<file path="src/rtl/quat_link_pkg.sv">
// Shared framing definitions for the quaternion byte link (decoder and uart_sender).
// Frame: HDR0, HDR1, q0 lo/hi, q1 lo/hi, q2 lo/hi, q3 lo/hi, XOR checksum of payload.
package quat_link_pkg;

  localparam logic [7:0] HDR0_DEF      = 8'hAA;
  localparam logic [7:0] HDR1_DEF      = 8'h55;
  localparam int         PAYLOAD_BYTES = 8;
  localparam int         IDX_W         = $clog2(PAYLOAD_BYTES);
  localparam int         NUM_COMP      = 4;

  // Byte order of one component inside the payload (little-endian)
  localparam int LO_OFS = 0;
  localparam int HI_OFS = 1;

  typedef enum logic [1:0] {
    ST_HUNT0   = 2'd0,
    ST_HUNT1   = 2'd1,
    ST_PAYLOAD = 2'd2,
    ST_CHECK   = 2'd3
  } state_e;

  typedef logic [PAYLOAD_BYTES-1:0][7:0] payload_t;

  typedef struct packed {
    logic signed [15:0] q3;
    logic signed [15:0] q2;
    logic signed [15:0] q1;
    logic signed [15:0] q0;
  } quat_t;

  function automatic logic [15:0] comp_word(input payload_t p, input int c);
    return {p[2*c+HI_OFS], p[2*c+LO_OFS]};
  endfunction

  function automatic quat_t unpack_payload(input payload_t p);
    quat_t q;
    q.q0 = comp_word(p, 0);
    q.q1 = comp_word(p, 1);
    q.q2 = comp_word(p, 2);
    q.q3 = comp_word(p, 3);
    return q;
  endfunction

endpackage

</file>
<file path="src/rtl/quat_frame_decoder_if.sv">
// Byte stream in, decoded quaternion and status pulses out.
// master = byte source / result consumer, slave = decoder.
interface quat_frame_decoder_if;
  logic [7:0]         byte_in;
  logic               byte_valid;
  logic signed [15:0] q0;
  logic signed [15:0] q1;
  logic signed [15:0] q2;
  logic signed [15:0] q3;
  logic               frame_valid;
  logic               chk_err;
  logic               timeout_err;

  modport master (
    output byte_in, byte_valid,
    input  q0, q1, q2, q3, frame_valid, chk_err, timeout_err
  );

  modport slave (
    input  byte_in, byte_valid,
    output q0, q1, q2, q3, frame_valid, chk_err, timeout_err
  );
endinterface

</file>
<file path="src/rtl/idle_timeout_ctr.sv">
// Counts idle cycles while enabled; expired flags the cycle the count would reach
// TIMEOUT_CYC with no kick. A kick in that same cycle wins and clears the count.
module idle_timeout_ctr #(
  parameter int TIMEOUT_CYC = 50000
) (
  input  logic clk,
  input  logic rst,
  input  logic enable,
  input  logic kick,
  output logic expired
);

  localparam int             CW   = $clog2(TIMEOUT_CYC + 1);
  localparam logic [CW-1:0]  LAST = CW'(TIMEOUT_CYC - 1);

  logic [CW-1:0] cnt_q, cnt_d;

  always_comb begin
    expired = enable && !kick && (cnt_q == LAST);
    cnt_d   = cnt_q + CW'(1);
    if (!enable || kick || expired) cnt_d = '0;
  end

  always_ff @(posedge clk or posedge rst) begin
    if (rst) cnt_q <= '0;
    else     cnt_q <= cnt_d;
  end

endmodule

</file>
<file path="src/rtl/quat_frame_decoder.sv">
// Sync-hunting frame decoder: AA 55 + 8 payload bytes + XOR checksum -> q0..q3.
// Payload is staged separately so bad or abandoned frames never touch the outputs.
module quat_frame_decoder
  import quat_link_pkg::*;
#(
  parameter int         TIMEOUT_CYC = 50000,
  parameter logic [7:0] HDR0        = HDR0_DEF,
  parameter logic [7:0] HDR1        = HDR1_DEF
) (
  input  logic              clk,
  input  logic              rst,
  quat_frame_decoder_if.slave bus
);

  localparam logic [IDX_W-1:0] LAST_IDX = IDX_W'(PAYLOAD_BYTES - 1);

  state_e           state_q, state_d;
  logic [IDX_W-1:0] idx_q, idx_d;
  logic [7:0]       chk_q, chk_d;
  payload_t         stage_q, stage_d;
  quat_t            quat_q, quat_d;
  logic             frame_valid_q, frame_valid_d;
  logic             chk_err_q, chk_err_d;
  logic             timeout_err_q, timeout_err_d;
  logic             expired;
  logic             bv;
  logic [7:0]       b;

  assign bv = bus.byte_valid;
  assign b  = bus.byte_in;

  idle_timeout_ctr #(.TIMEOUT_CYC(TIMEOUT_CYC)) u_idle (
    .clk     (clk),
    .rst     (rst),
    .enable  (state_q != ST_HUNT0),
    .kick    (bv),
    .expired (expired)
  );

  always_ff @(posedge clk or posedge rst) begin
    if (rst) state_q <= ST_HUNT0;
    else     state_q <= state_d;
  end

  always_comb begin
    state_d = state_q;
    if (expired) begin
      state_d = ST_HUNT0;
    end else if (bv) begin
      unique case (state_q)
        ST_HUNT0:   if (b == HDR0) state_d = ST_HUNT1;
        // A repeated HDR0 may itself be the start of the real header
        ST_HUNT1:   if (b == HDR1)      state_d = ST_PAYLOAD;
                    else if (b != HDR0) state_d = ST_HUNT0;
        ST_PAYLOAD: if (idx_q == LAST_IDX) state_d = ST_CHECK;
        ST_CHECK:   state_d = ST_HUNT0;
        default:    state_d = ST_HUNT0;
      endcase
    end
  end

  always_comb begin
    idx_d         = idx_q;
    chk_d         = chk_q;
    stage_d       = stage_q;
    quat_d        = quat_q;
    frame_valid_d = 1'b0;
    chk_err_d     = 1'b0;
    timeout_err_d = 1'b0;
    if (expired) begin
      idx_d         = '0;
      chk_d         = '0;
      stage_d       = '0;
      timeout_err_d = 1'b1;
    end else if (bv) begin
      unique case (state_q)
        ST_HUNT1: begin
          if (b == HDR1) begin
            idx_d = '0;
            chk_d = '0;
          end
        end
        ST_PAYLOAD: begin
          stage_d[idx_q] = b;
          chk_d          = chk_q ^ b;
          idx_d          = idx_q + IDX_W'(1);
        end
        ST_CHECK: begin
          if (b == chk_q) begin
            quat_d        = unpack_payload(stage_q);
            frame_valid_d = 1'b1;
          end else begin
            chk_err_d     = 1'b1;
          end
        end
        default: ;
      endcase
    end
  end

  always_ff @(posedge clk or posedge rst) begin
    if (rst) begin
      idx_q         <= '0;
      chk_q         <= '0;
      stage_q       <= '0;
      quat_q        <= '0;
      frame_valid_q <= 1'b0;
      chk_err_q     <= 1'b0;
      timeout_err_q <= 1'b0;
    end else begin
      idx_q         <= idx_d;
      chk_q         <= chk_d;
      stage_q       <= stage_d;
      quat_q        <= quat_d;
      frame_valid_q <= frame_valid_d;
      chk_err_q     <= chk_err_d;
      timeout_err_q <= timeout_err_d;
    end
  end

  assign bus.q0          = quat_q.q0;
  assign bus.q1          = quat_q.q1;
  assign bus.q2          = quat_q.q2;
  assign bus.q3          = quat_q.q3;
  assign bus.frame_valid = frame_valid_q;
  assign bus.chk_err     = chk_err_q;
  assign bus.timeout_err = timeout_err_q;

endmodule

</file>
<file path="src/flat_wrapper.sv">
// flat-port wrapper written by rule: the top's interface ports become plain ports
module quat_frame_decoder_flat import quat_link_pkg::*;
#(
  parameter int         TIMEOUT_CYC = 50000,
  parameter logic [7:0] HDR0        = HDR0_DEF,
  parameter logic [7:0] HDR1        = HDR1_DEF
)
  (clk, rst, bus_byte_in, bus_byte_valid, bus_q0, bus_q1, bus_q2, bus_q3, bus_frame_valid, bus_chk_err, bus_timeout_err);
  quat_frame_decoder_if bus_i ();
  input  logic clk;
  input  logic rst;
  input wire logic [$bits(bus_i.byte_in)-1:0] bus_byte_in;
  input wire logic [$bits(bus_i.byte_valid)-1:0] bus_byte_valid;
  output wire logic [$bits(bus_i.q0)-1:0] bus_q0;
  output wire logic [$bits(bus_i.q1)-1:0] bus_q1;
  output wire logic [$bits(bus_i.q2)-1:0] bus_q2;
  output wire logic [$bits(bus_i.q3)-1:0] bus_q3;
  output wire logic [$bits(bus_i.frame_valid)-1:0] bus_frame_valid;
  output wire logic [$bits(bus_i.chk_err)-1:0] bus_chk_err;
  output wire logic [$bits(bus_i.timeout_err)-1:0] bus_timeout_err;
  assign bus_i.byte_in = bus_byte_in;
  assign bus_i.byte_valid = bus_byte_valid;
  assign bus_q0 = bus_i.q0;
  assign bus_q1 = bus_i.q1;
  assign bus_q2 = bus_i.q2;
  assign bus_q3 = bus_i.q3;
  assign bus_frame_valid = bus_i.frame_valid;
  assign bus_chk_err = bus_i.chk_err;
  assign bus_timeout_err = bus_i.timeout_err;
  quat_frame_decoder #(.TIMEOUT_CYC(TIMEOUT_CYC), .HDR0(HDR0), .HDR1(HDR1)) u_core (.clk(clk), .rst(rst), .bus(bus_i));
endmodule
</file>
<file path="config.mk">
export PLATFORM = sky130hd
export DESIGN_NAME = quat_frame_decoder_flat
export DESIGN_NICKNAME = d
export VERILOG_FILES = /design/src/rtl/quat_link_pkg.sv /design/src/rtl/quat_frame_decoder_if.sv /design/src/rtl/idle_timeout_ctr.sv /design/src/rtl/quat_frame_decoder.sv /design/src/flat_wrapper.sv
export SDC_FILE = /design/constraint.sdc
export NUM_CORES = 1
export LEC_CHECK = 0
export BUFFER_PORTS_ARGS = -buffer_cell sky130_fd_sc_hd__clkbuf_2
export CAP_MARGIN = 20
export CORE_ASPECT_RATIO = 0.8
export CORE_MARGIN = 4
export CORE_UTILIZATION = 60
export CTS_CLUSTER_DIAMETER = 120
export DETAILED_ROUTE_END_ITERATION = 8
export GPL_TIMING_DRIVEN = 0
export PLACE_DENSITY_LB_ADDON = 0.08
export SLEW_MARGIN = 15
export SYNTH_ARGS = -nofsm -noshare
export SYNTH_HDL_FRONTEND = slang
export SYNTH_SLANG_ARGS = --single-unit
export TNS_END_PERCENT = 1
</file>
<file path="constraint.sdc">
create_clock -name clk -period 15.2 [get_ports clk]
set_clock_uncertainty 0.05 [all_clocks]
set_input_delay 1.52 -clock clk [delete_from_list [all_inputs] [get_ports clk]]
set_output_delay 1.52 -clock clk [all_outputs]
set_load 0.01 [all_outputs]
</file>
==> impl_metrics.tcl <==
set metrics [dict create \
    placedCellCount 774 \
    die-area_um2 13330 \
    routed_wl_mm 15.17 \
    drc 0 \
    grt_overflow 0 \
    synth_cell_types 45 \
    synth_top_family_by_area "multiplexers" \
    die_h_um 104.1 \
    synthArstFlopShare_pct 100.0 \
    cts_max_level 4 \
    clockBufferDepth 2 \
    syn_avg_cell_area_um2 12.51 \
    worstPathRequired_ns 15.44 \
    antenna_cells 0 \
    synth_edf_count 0 \
    area_growth_syn_to_layout_pct 16.80 \
    pre_cts_ws_ns 11.39 \
    seq_area_frac_synth_pct 57.86 \
    grt_pass1_vias 4710 \
    drtIter0Drc 339 \
    status "complete, no violations" \
    max_stage_delay_ns 0.53 \
    final_hold_viol_count 0 \
    ant_nets 0 \
    ys_ff_latch 160 \
    fin_crit_ns 3.372 \
    layout-drive-gt1-share_pct 22.51 \
    reg2reg_slack_ns 12.72 \
    crit_type "input pin to flip-flop" \
    maxCapViolCount 0 \
    syn_area_um2 6920 \
    syn_inst 553 \
    critPathTopFamily "simple AND/OR/NAND/NOR gates" \
    leakage_nw 4.119 \
    grt_max_degree 88 \
    stdcell_count 806 \
    cp_max_fo 10 \
    initial_core_util_pct 62.57 \
    rsz0062_at_grt "false" \
    gp_congestion 0.8502 \
    post_drt_via_cell_ratio 5.655 \
    cts_tree "done" \
    yosys.area_share.simple_pct 13.22 \
    post_synth_fa_ha_maj_area_fraction_pct 1.266 \
    setup_viol 0 \
    ir_drop_mv 0.07436 \
    synthTopCellsByArea "dfrtp_1 (58%), mux2i_1 (9.4%), mux2_1 (8.0%)" \
    clk_pin_slew_ns 0.06 \
    hold_path.class "flip-flop to flip-flop" \
    clockRootBuffer "clkbuf_16" \
    synth_ff_type "dfrtp_1" \
    startpoint_type "input pin" \
    via_count 4558 \
    rows 34 \
    postCtsSetupBuffers 0 \
    numCtsBuffers 17 \
    critPathSlowestCell "or4_4" \
    setup_tns_ns 0 \
    dp_hpwl_mm 10.27 \
    final_max_slew_viol_count 0 \
    coreArea_um2 11060 \
    die_w_um 128.1 \
    io_pins 78 \
    synth_compound_area_share_pct 2.513 \
    clk_latency_ns 0.42 \
    synth_warnings 0 \
    max_freq_mhz 296.6 \
    synth-xor-area-share_pct 2.152 \
    post-route-period-util_pct 22.18 \
    antenna_found_initial 0 \
    post_cts_resized 0 \
    drt_pre_antenna_iters 5 \
    cp.arrival_ns 3.62 \
    end_kind "flip-flop" \
    grt_pass1_wl_mm 25.25 \
    hold_buffers 0 \
    synth_mux_area_share_pct 19.98 \
    clock-sinks 160 \
    syn-num-nets 571 \
    path_buf_inv 4 \
    io_buffers 76 \
    synth_top_area_share_pct 57.86 \
    worstPathCellList "clkbuf_2, buf_2, nor2b_1, or4_4, nor4_4, buf_4, buf_6, mux2_1" \
    worst_pin_slew_ns 1.015 \
    nNetsFinal 667 \
    whs_ns 0.4352 \
    yosysTopAreaCell "dfrtp_1" \
    post_drt_wl_per_cell_um 18.82 \
    fin_ws_ns 11.83 \
    powerDensity_nw_per_um2 121.0 \
    max-slew-margin-rel_pct 32.11 \
    grt.total_usage_pct 24.15 \
]
[metal layers]
layer / global-route usage (%) / share of wire (%)
met3: 4.825 / 4.2
met5: 0 / 0
met4: 6.742 / 1.4
met2: 36.92 / 46
met1: 35.35 / 48
[synthesized netlist by cell type (2+ instances only)]
cell type and count:
mux2_2 16, nor4bb_1 2, buf_2 8, nand2b_1 10, a32o_1 7, and3_1 5
nor2b_1 12, nor2_1 87, or2_2 2, nor3_1 3, buf_4 2, xor2_1 4
clkbuf_1 16, nor4_1 4, ha_1 7, inv_1 7, buf_6 6, o21ai_0 6
or4b_1 2, or3_1 5, a21oi_1 3, or4bb_1 2, nand2_1 9, nand3b_1 2
nand4_1 9, mux2i_1 65, nand3_1 14, mux2_1 49, xnor2_1 13, dfrtp_1 160
or4_4 2
[power breakdown]
part	switching [mW]	leakage, nW	internal (mW)	total, mW
combinational	0.0604	1.64	0.0350	0.0954
clock	0.177	0.270	0.231	0.409
sequential	0.0199	2.21	0.454	0.474
total	0.258	4.12	0.721	0.978
[path summary, 6_finish.rpt]
check / startpoint / end / depth (start not counted)
setup / recovery: bus_byte_in[7] / u_core.bus.q3[12] / 8
hold / removal: u_core.bus.q2[5] / u_core.bus.q2[5] / 1
setup reg to reg: u_core.u_idle.cnt_q[4] / u_core.stage_q[14] / 6
hold reg to reg: u_core.bus.q2[5] / u_core.bus.q2[5] / 1
max in group asynchronous: rst / u_core.bus.q1[7] / 3
min in group asynchronous: rst / u_core.bus.q3[6] / 2
[cell families after synthesis]
group	count (synthesis)
AOI/OAI and AO/OA	23
xor gates and xnor gates	17
adders and majority gates	7
buffers and inverters	39
DFF	160
muxes	130
and+or+nand+nor	177
[final cells by class]
type | instances | area, um^2
inverters | 7 | 33.78
plain buffers | 32 | 182.7
repair buffers | 77 | 407.9
fillers | 766 | 2978
multi-input cells | 354 | 2708
clock inverters | 14 | 127.6
well taps | 144 | 180.2
flip-flops and latches | 160 | 4004
clock buffers | 18 | 439.2
[registers in the layout, summed over array words and instances (netlist names)]
| name | count |
|---|---|
| u_core.state_q | 2 |
| u_core.bus.chk_err | 1 |
| u_core.chk_q | 8 |
| u_core.bus.timeout_err | 1 |
| u_core.bus.frame_valid | 1 |
| u_core.u_idle.cnt_q | 16 |
| u_core.bus.q1 | 16 |
| u_core.bus.q2 | 16 |
| u_core.bus.q3 | 16 |
| u_core.stage_q | 64 |
| u_core.bus.q0 | 16 |
| u_core.idx_q | 3 |
[placed cells by master, fill, tap and decap left out, types with 9 or more instances in the layout]
master,count
nand4_1,9
mux2i_1,65
mux2_2,16
xnor2_1,13
mux2_1,49
nand2b_1,10
clkbuf_2,76
dfrtp_1,160
nand3_1,14
clkbuf_1,16
nand2_1,9
nor2b_1,12
nor2_1,87
clkbuf_16,17
[through the flow]
stage | total power [mW] | utilization [%] | area [um^2]
after floorplan | 0.5446 | - | 6920
after global placement | 0.5686 | 67.64 | 7481
after detailed placement | 0.5751 | 67.95 | 7516
after CTS | 0.9825 | 73.08 | 8083
after global routing | 1.020 | 73.08 | 8083
final | 0.9782 | 73.08 | 8083
No activity file was read; power rests on OpenSTA's default activity.
